### src/rtl/ysyx_trap_ctrl_pkg.sv
// ============================================================================
// Module   : ysyx_trap_ctrl_pkg
// Purpose  : Shared types, privilege levels and cause codes for the trap sequencer.
// Revision : 1.0
// ============================================================================
`default_nettype none

`ifndef YSYX_XLEN
`define YSYX_XLEN 32
`endif

package ysyx_trap_ctrl_pkg;

  localparam int XLEN = `YSYX_XLEN;

  localparam logic [1:0] PRIV_U = 2'd0;
  localparam logic [1:0] PRIV_S = 2'd1;
  localparam logic [1:0] PRIV_M = 2'd3;

  localparam logic [3:0] ECALL_U    = 4'd8;
  localparam logic [3:0] ECALL_S    = 4'd9;
  localparam logic [3:0] ECALL_M    = 4'd11;
  localparam logic [3:0] BREAKPOINT = 4'd3;
  localparam logic [3:0] IRQ_MSI    = 4'd3;
  localparam logic [3:0] IRQ_MTI    = 4'd7;
  localparam logic [3:0] IRQ_MEI    = 4'd11;

  typedef enum logic [1:0] {
    ST_IDLE     = 2'd0,
    ST_DRAIN    = 2'd1,
    ST_UPDATE   = 2'd2,
    ST_REDIRECT = 2'd3
  } state_e;

  function automatic logic [XLEN-1:0] cause_ext(input logic irq, input logic [3:0] code);
    return {irq, {(XLEN-5){1'b0}}, code};
  endfunction

endpackage

`default_nettype wire

### src/rtl/ysyx_trap_ctrl_if.sv
// ============================================================================
// Module   : ysyx_trap_ctrl_if
// Purpose  : Commit, CSR-file, flush and redirect signals of the trap sequencer.
// Revision : 1.0
// ============================================================================
`default_nettype none

interface ysyx_trap_ctrl_if;
  import ysyx_trap_ctrl_pkg::*;

  logic            cmt_valid;
  logic            cmt_ready;
  logic [XLEN-1:0] cmt_pc;
  logic [XLEN-1:0] cmt_tval;
  logic [XLEN-1:0] cmt_cause;
  logic            cmt_exc;
  logic            cmt_ecall;
  logic            cmt_ebreak;
  logic            cmt_mret;
  logic            cmt_kill;
  logic [1:0]      priv_mode;
  logic            mstatus_mie;
  logic [XLEN-1:0] mie;
  logic [XLEN-1:0] mip;
  logic [XLEN-1:0] mtvec;
  logic [XLEN-1:0] mepc;
  logic            csr_trap;
  logic            csr_mret;
  logic [XLEN-1:0] csr_cause;
  logic [XLEN-1:0] csr_tval;
  logic [XLEN-1:0] csr_pc;
  logic            flush_req;
  logic            flush_ack;
  logic            redir_valid;
  logic            redir_ready;
  logic [XLEN-1:0] redir_pc;

  modport slave (
    input  cmt_valid, cmt_pc, cmt_tval, cmt_cause, cmt_exc, cmt_ecall, cmt_ebreak, cmt_mret,
    input  priv_mode, mstatus_mie, mie, mip, mtvec, mepc, flush_ack, redir_ready,
    output cmt_ready, cmt_kill, csr_trap, csr_mret, csr_cause, csr_tval, csr_pc,
    output flush_req, redir_valid, redir_pc
  );

  modport master (
    output cmt_valid, cmt_pc, cmt_tval, cmt_cause, cmt_exc, cmt_ecall, cmt_ebreak, cmt_mret,
    output priv_mode, mstatus_mie, mie, mip, mtvec, mepc, flush_ack, redir_ready,
    input  cmt_ready, cmt_kill, csr_trap, csr_mret, csr_cause, csr_tval, csr_pc,
    input  flush_req, redir_valid, redir_pc
  );

endinterface

`default_nettype wire

### src/rtl/ysyx_irq_prio.sv
// ============================================================================
// Module   : ysyx_irq_prio
// Purpose  : Fixed-priority encoder for machine interrupts (MEI > MSI > MTI).
// Revision : 1.0
// ============================================================================
`default_nettype none

module ysyx_irq_prio
  import ysyx_trap_ctrl_pkg::*;
(
  input  logic [XLEN-1:0] i_pending,
  output logic            o_valid,
  output logic [3:0]      o_code
);

  logic w_unused;
  assign w_unused = ^i_pending;

  always_comb begin
    o_valid = 1'b1;
    o_code  = IRQ_MEI;
    if (i_pending[IRQ_MEI]) begin
      o_code = IRQ_MEI;
    end else if (i_pending[IRQ_MSI]) begin
      o_code = IRQ_MSI;
    end else if (i_pending[IRQ_MTI]) begin
      o_code = IRQ_MTI;
    end else begin
      o_valid = 1'b0;
      o_code  = 4'd0;
    end
  end

endmodule

`default_nettype wire

### src/rtl/ysyx_trap_ctrl.sv
// ============================================================================
// Module   : ysyx_trap_ctrl
// Purpose  : Commit-stage trap sequencer: accept event, drain, CSR update, redirect.
//            YSYX_TRAP_VECTORED_EN enables vectored interrupt targets.
// Revision : 1.0
// ============================================================================
`default_nettype none

module ysyx_trap_ctrl
  import ysyx_trap_ctrl_pkg::*;
(
  input  logic            clock,
  input  logic            reset,
  ysyx_trap_ctrl_if.slave bus
);

  state_e          r_state;
  state_e          w_state_nxt;
  logic [XLEN-1:0] r_cause;
  logic [XLEN-1:0] r_tval;
  logic [XLEN-1:0] r_pc;
  logic [XLEN-1:0] r_tgt;
  logic            r_is_mret;
  logic            r_is_irq;

  logic            w_irq_valid;
  logic [3:0]      w_irq_code;
  logic            w_irq_take;
  logic            w_accept;
  logic [XLEN-1:0] w_cause;
  logic [XLEN-1:0] w_tval;
  logic            w_is_mret;
  logic [XLEN-1:0] w_base;
  logic [XLEN-1:0] w_tgt;

  logic w_cmt_ready, w_cmt_kill, w_flush_req, w_csr_trap, w_csr_mret, w_redir_valid;

  ysyx_irq_prio u_prio (
    .i_pending (bus.mie & bus.mip),
    .o_valid   (w_irq_valid),
    .o_code    (w_irq_code)
  );

  assign w_irq_take = (bus.mstatus_mie || (bus.priv_mode != PRIV_M)) && w_irq_valid;
  assign w_accept   = (r_state == ST_IDLE) && bus.cmt_valid &&
                      (w_irq_take || bus.cmt_exc || bus.cmt_ecall || bus.cmt_ebreak || bus.cmt_mret);

  always_comb begin
    w_cause   = '0;
    w_tval    = '0;
    w_is_mret = 1'b0;
    if (w_irq_take) begin
      w_cause = cause_ext(1'b1, w_irq_code);
    end else if (bus.cmt_exc) begin
      w_cause = bus.cmt_cause;
      w_tval  = bus.cmt_tval;
    end else if (bus.cmt_ecall) begin
      case (bus.priv_mode)
        PRIV_M:  w_cause = cause_ext(1'b0, ECALL_M);
        PRIV_S:  w_cause = cause_ext(1'b0, ECALL_S);
        default: w_cause = cause_ext(1'b0, ECALL_U);
      endcase
    end else if (bus.cmt_ebreak) begin
      w_cause = cause_ext(1'b0, BREAKPOINT);
      w_tval  = bus.cmt_pc;
    end else begin
      w_is_mret = 1'b1;
    end
  end

  assign w_base = {bus.mtvec[XLEN-1:2], 2'b00};

  // Target is resolved against the CSR values live in UPDATE, not at acceptance.
  always_comb begin
    w_tgt = r_is_mret ? bus.mepc : w_base;
`ifdef YSYX_TRAP_VECTORED_EN
    if (r_is_irq && (bus.mtvec[1:0] == 2'b01)) begin
      w_tgt = w_base + {r_cause[XLEN-3:0], 2'b00};
    end
`endif
  end

  always_comb begin
    w_state_nxt   = r_state;
    w_cmt_ready   = 1'b0;
    w_cmt_kill    = 1'b0;
    w_flush_req   = 1'b0;
    w_csr_trap    = 1'b0;
    w_csr_mret    = 1'b0;
    w_redir_valid = 1'b0;
    case (r_state)
      ST_IDLE: begin
        w_cmt_ready = 1'b1;
        if (w_accept) begin
          w_cmt_kill  = w_irq_take;
          w_state_nxt = ST_DRAIN;
        end
      end
      ST_DRAIN: begin
        w_flush_req = 1'b1;
        if (bus.flush_ack) w_state_nxt = ST_UPDATE;
      end
      ST_UPDATE: begin
        w_csr_trap  = !r_is_mret;
        w_csr_mret  = r_is_mret;
        w_state_nxt = ST_REDIRECT;
      end
      ST_REDIRECT: begin
        w_redir_valid = 1'b1;
        if (bus.redir_ready) w_state_nxt = ST_IDLE;
      end
      default: w_state_nxt = ST_IDLE;
    endcase
  end

  always_ff @(posedge clock or posedge reset) begin
    if (reset) begin
      r_state   <= ST_IDLE;
      r_cause   <= '0;
      r_tval    <= '0;
      r_pc      <= '0;
      r_tgt     <= '0;
      r_is_mret <= 1'b0;
      r_is_irq  <= 1'b0;
    end else begin
      r_state <= w_state_nxt;
      if (w_accept) begin
        r_cause   <= w_cause;
        r_tval    <= w_tval;
        r_pc      <= bus.cmt_pc;
        r_is_mret <= w_is_mret;
        r_is_irq  <= w_irq_take;
      end
      if (r_state == ST_UPDATE) r_tgt <= w_tgt;
    end
  end

  assign bus.cmt_ready   = w_cmt_ready;
  assign bus.cmt_kill    = w_cmt_kill;
  assign bus.flush_req   = w_flush_req;
  assign bus.csr_trap    = w_csr_trap;
  assign bus.csr_mret    = w_csr_mret;
  assign bus.csr_cause   = r_cause;
  assign bus.csr_tval    = r_tval;
  assign bus.csr_pc      = r_pc;
  assign bus.redir_valid = w_redir_valid;
  assign bus.redir_pc    = r_tgt;

endmodule

`default_nettype wire

### src/flat_wrapper.sv
// flat-port wrapper written by rule: the top's interface ports become plain ports
module ysyx_trap_ctrl_flat import ysyx_trap_ctrl_pkg::*;
  (clock, reset, bus_cmt_valid, bus_cmt_pc, bus_cmt_tval, bus_cmt_cause, bus_cmt_exc, bus_cmt_ecall, bus_cmt_ebreak, bus_cmt_mret, bus_priv_mode, bus_mstatus_mie, bus_mie, bus_mip, bus_mtvec, bus_mepc, bus_flush_ack, bus_redir_ready, bus_cmt_ready, bus_cmt_kill, bus_csr_trap, bus_csr_mret, bus_csr_cause, bus_csr_tval, bus_csr_pc, bus_flush_req, bus_redir_valid, bus_redir_pc);
  ysyx_trap_ctrl_if bus_i ();
  input  logic clock;
  input  logic reset;
  input wire logic [$bits(bus_i.cmt_valid)-1:0] bus_cmt_valid;
  input wire logic [$bits(bus_i.cmt_pc)-1:0] bus_cmt_pc;
  input wire logic [$bits(bus_i.cmt_tval)-1:0] bus_cmt_tval;
  input wire logic [$bits(bus_i.cmt_cause)-1:0] bus_cmt_cause;
  input wire logic [$bits(bus_i.cmt_exc)-1:0] bus_cmt_exc;
  input wire logic [$bits(bus_i.cmt_ecall)-1:0] bus_cmt_ecall;
  input wire logic [$bits(bus_i.cmt_ebreak)-1:0] bus_cmt_ebreak;
  input wire logic [$bits(bus_i.cmt_mret)-1:0] bus_cmt_mret;
  input wire logic [$bits(bus_i.priv_mode)-1:0] bus_priv_mode;
  input wire logic [$bits(bus_i.mstatus_mie)-1:0] bus_mstatus_mie;
  input wire logic [$bits(bus_i.mie)-1:0] bus_mie;
  input wire logic [$bits(bus_i.mip)-1:0] bus_mip;
  input wire logic [$bits(bus_i.mtvec)-1:0] bus_mtvec;
  input wire logic [$bits(bus_i.mepc)-1:0] bus_mepc;
  input wire logic [$bits(bus_i.flush_ack)-1:0] bus_flush_ack;
  input wire logic [$bits(bus_i.redir_ready)-1:0] bus_redir_ready;
  output wire logic [$bits(bus_i.cmt_ready)-1:0] bus_cmt_ready;
  output wire logic [$bits(bus_i.cmt_kill)-1:0] bus_cmt_kill;
  output wire logic [$bits(bus_i.csr_trap)-1:0] bus_csr_trap;
  output wire logic [$bits(bus_i.csr_mret)-1:0] bus_csr_mret;
  output wire logic [$bits(bus_i.csr_cause)-1:0] bus_csr_cause;
  output wire logic [$bits(bus_i.csr_tval)-1:0] bus_csr_tval;
  output wire logic [$bits(bus_i.csr_pc)-1:0] bus_csr_pc;
  output wire logic [$bits(bus_i.flush_req)-1:0] bus_flush_req;
  output wire logic [$bits(bus_i.redir_valid)-1:0] bus_redir_valid;
  output wire logic [$bits(bus_i.redir_pc)-1:0] bus_redir_pc;
  assign bus_i.cmt_valid = bus_cmt_valid;
  assign bus_i.cmt_pc = bus_cmt_pc;
  assign bus_i.cmt_tval = bus_cmt_tval;
  assign bus_i.cmt_cause = bus_cmt_cause;
  assign bus_i.cmt_exc = bus_cmt_exc;
  assign bus_i.cmt_ecall = bus_cmt_ecall;
  assign bus_i.cmt_ebreak = bus_cmt_ebreak;
  assign bus_i.cmt_mret = bus_cmt_mret;
  assign bus_i.priv_mode = bus_priv_mode;
  assign bus_i.mstatus_mie = bus_mstatus_mie;
  assign bus_i.mie = bus_mie;
  assign bus_i.mip = bus_mip;
  assign bus_i.mtvec = bus_mtvec;
  assign bus_i.mepc = bus_mepc;
  assign bus_i.flush_ack = bus_flush_ack;
  assign bus_i.redir_ready = bus_redir_ready;
  assign bus_cmt_ready = bus_i.cmt_ready;
  assign bus_cmt_kill = bus_i.cmt_kill;
  assign bus_csr_trap = bus_i.csr_trap;
  assign bus_csr_mret = bus_i.csr_mret;
  assign bus_csr_cause = bus_i.csr_cause;
  assign bus_csr_tval = bus_i.csr_tval;
  assign bus_csr_pc = bus_i.csr_pc;
  assign bus_flush_req = bus_i.flush_req;
  assign bus_redir_valid = bus_i.redir_valid;
  assign bus_redir_pc = bus_i.redir_pc;
  ysyx_trap_ctrl u_core (.clock(clock), .reset(reset), .bus(bus_i));
endmodule
### config.mk
export PLATFORM = sky130hd
export DESIGN_NAME = ysyx_trap_ctrl_flat
export DESIGN_NICKNAME = d
export VERILOG_FILES = /design/src/rtl/ysyx_trap_ctrl_pkg.sv /design/src/rtl/ysyx_trap_ctrl_if.sv /design/src/rtl/ysyx_irq_prio.sv /design/src/rtl/ysyx_trap_ctrl.sv /design/src/flat_wrapper.sv
export SDC_FILE = /design/constraint.sdc
export NUM_CORES = 1
export LEC_CHECK = 0
export ABC_AREA = 1
export CAP_MARGIN = 20
export CORE_AREA = 4 4 140 142
export DETAILED_ROUTE_END_ITERATION = 10
export DIE_AREA = 0 0 144 146
export DONT_BUFFER_PORTS = 1
export MAX_ROUTING_LAYER = met4
export PLACE_DENSITY = 0.49
export SLEW_MARGIN = 30
export SYNTH_ARGS = -nofsm -noshare
export SYNTH_HDL_FRONTEND = slang
export SYNTH_SLANG_ARGS = --single-unit
### constraint.sdc
create_clock -name clock -period 7.6 [get_ports clock]
set_input_delay 0.76 -clock clock [delete_from_list [all_inputs] [get_ports clock]]
set_output_delay 0.76 -clock clock [all_outputs]
set_load 0.005 [all_outputs]
==> metrics.md <==
| Metric | Value |
|---|---|
| Outcome | complete, no violations |
| Vias in the first global route | 4525 |
| Max Buffers Root-to-Sink | 2 |
| Nets | 925 |
| Layout area overhead | 12.1% |
| Vias/cell | 4.87 |
| PwrDens | ~410 nW/um^2 |
| Layout cells sized above 1 | roughly 6.6% |
| Syn Nets | between 900 and 1000 |
| Beginning of the worst register-to-register path | u_core.r_state[0] |
| Number of antenna repair diodes | 0 |
| P_leak | between 0.003 and 0.004 uW |
| Wire per inst | roughly 18 um |
| Ratio of final minimum period to clock period | 44.5% |
| Die extent in x | about 140 um |
| Gpl congestion | roughly 0.8 |
| Worst R2R Setup Slack | between 5 and 6 ns |
| Worst EP arrival | ~2.6 ns |
| Worst skew pair latency | 0.40 ns |
| Maximum vdd drop | roughly 0.00016 V |
| Post-route ant nets | 0 |
| Htree depth | 4 |
| Worst-Margin Slew | 0.846 ns |
| Hold Path Class | in -> async |
| First-pass DRT Iterations | 4 |
| Req. time, crit path | around 6.8 ns |
| Clock root buffer | clkbuf_16 |
| Gr usage total | 15.4% |
| Max-slew violations | 0 |
| Top_reg_cell synth | dfrtp_1 |
| CTS resizes | 0 |
| Final total negative setup slack | 0 ns |
| Post-DP HPWL | roughly 12000 um |
| RSZ-0062 raised after global routing | no |
| Netlist cell types | 23 |
| Slowest stage delay, CP | ~0.39 ns |
| CTS tree | built |
| CTS sink cnt | about 130 |
| Commonest non-fill, non-tap cells in the layout | nand2_1, dfrtp_1, o21ai_0, inv_1, nand3_1 |
| First-pass GRT wire length | around 25000 um |
| Port bufs | 0 |
| Crit path max fanout | 139 |
| Number of max-cap violations | 0 |
| Grt ovf | 0 |
| #FFs+latches synth | about 130 |
| Setup CP Type | in -> out |
| Seq/Total Area, Yosys | 56.3% |
| Max frequency | about 300 MHz |
| Clock skew | around 0.0052 ns |
| Iter 0 DRT Violations | approximately 170 |
| Critical Path, Cell by Cell | nand2_1 -> nand3_1 -> nand2_4 -> nand3_2 -> nand2_8 -> buf_16 -> nor2_1 |
| Final worst slack | 4.22 ns |
| Synthesized area | around 5800 sq um |
| Period minus WS final | ~3.4 ns |
| Final setup vio count | 0 |
| Final Hold Fails | 0 |
| Place WS | between 4 and 5 ns |
| Fillers | between 1500 and 2000 |
| Reg-to-Reg End | u_core.bus.csr_pc[1] |
| Largest net degree at the start of global routing | about 200 |
| Starting Density | roughly a third |
| Reg2reg path depth | 7 |
| Hold buffer count at cts | 0 |
| CP startpoint | bus_mie[11] |
| Mean post-synth cell area | 8.26 sq um |
| Reg clk slew, reported paths | roughly 0.060 ns |
| Yosys top cell area share | about 56% |
| Initial antenna violation count | 0 |
| Crit end category | output port |
| Die area | 21000 sq um |
| Most common cell after layout, fill and taps aside | nand2_1 |
| Core ar. | around 18000 sq um |
| Area contributors post-synth | dfrtp_1, nand2_1, o21ai_0 |
| Area leader, netlist | dfrtp_1 |
| Relative slew slack | between 40% and 50% |
| TritonCTS Buffers | 17 |
| DRT Wirelength | ~16000 um |
| Die Y-Extent | between 100 and 150 um |
| Mapped Cells | ~710 |
| Synth Warn # | 0 |
| # rows | 50 |
| Post-CTS setup buffers | 0 |
| Post-synth EDFFs | 0 |
| # IOs | 370 |
| Final routed DRC violation total | 0 |
| Async SR Flop Fraction | 100% |
| Crit path launch type | primary input |
| Via count | ~4500 |
| CP max stage cell | nand2_4 |
[worst max-delay path: cells and delay by family]
kind          cells  cell delay (ns)
buf+inv           1             0.37
simple gates      6             1.31
[registers in the layout (all words and copies together), names as in the netlist]
signal	count
u_core.bus.csr_cause	32
u_core.bus.csr_pc	32
u_core.bus.csr_tval	32
u_core.bus.redir_pc	32
u_core.r_is_mret	1
u_core.r_state	2
[cells by family after synthesis]
logic type	synth area share (%)
AND/OR/NAND/NOR	24.0
AO/OA/AOI/OAI	11.9
flip-flops	56.3
buffers and inverters	6.92
adder cells (fa/ha/maj)	0.860
[power breakdown]
group | switching, uW | leakage [uW] | internal [uW]
Combinational | 372 | 0.00113 | 208
Clock | 306 | 0.000282 | 500
Sequential | 276 | 0.00169 | 1010
Total | 954 | 0.00310 | 1720
[worst max path at each step]
stage	end	slack, ns	cells past startpoint
final	bus_cmt_kill	4.22	7
after global routing	bus_cmt_kill	4.06	7
after CTS	bus_cmt_kill	4.22	6
after detailed placement	bus_cmt_kill	4.22	6
after global placement	bus_cmt_kill	4.27	6
after floorplan	u_core.bus.csr_cause[0]	3.34	1
[cells in the mapped netlist (4+ instances only)]
cell type	instances
clkbuf_1	19
buf_4	13
inv_1	43
nand3_1	36
nand2_1	296
nor2_1	6
o21ai_1	27
buf_2	4
dfrtp_1	131
o21ai_0	104
ha_1	4
[cell type report]
class | count | area, sq um | area share (%)
flip-flops and latches | 131 | 3280 | 50.2
multi-input cells | 487 | 2150 | 32.9
clock buffers | 20 | 457 | 7.00
well taps | 234 | 293 | 4.49
inverters | 45 | 174 | 2.66
clock inverters | 12 | 133 | 2.03
repair buffers | 3 | 42.5 | 0.652
[per-stage QoR]
stage | util [%] | power [uW] | std cells | hold WS (ns) | cell area, sq um
after floorplan | - | 1700 | 705 | 0.475 | 5820
after global placement | 32.0 | 1850 | 899 | 0.502 | 5910
after detailed placement | 32.0 | 1890 | 899 | 0.511 | 5910
after CTS | 35.2 | 2710 | 931 | 0.289 | 6500
after global routing | 35.4 | 2870 | 932 | 0.320 | 6530
final | 35.4 | 2670 | 932 | 0.271 | 6530
[per-layer routing]
metal | part of all wire [%] | track usage (%)
met1 | 40 | 17.8
met2 | 48 | 24.9
met3 | 10 | 5.72
met4 | 1.6 | 4.94
met5 | 0 | -
Note: power is estimated with default switching activity, not from simulation.
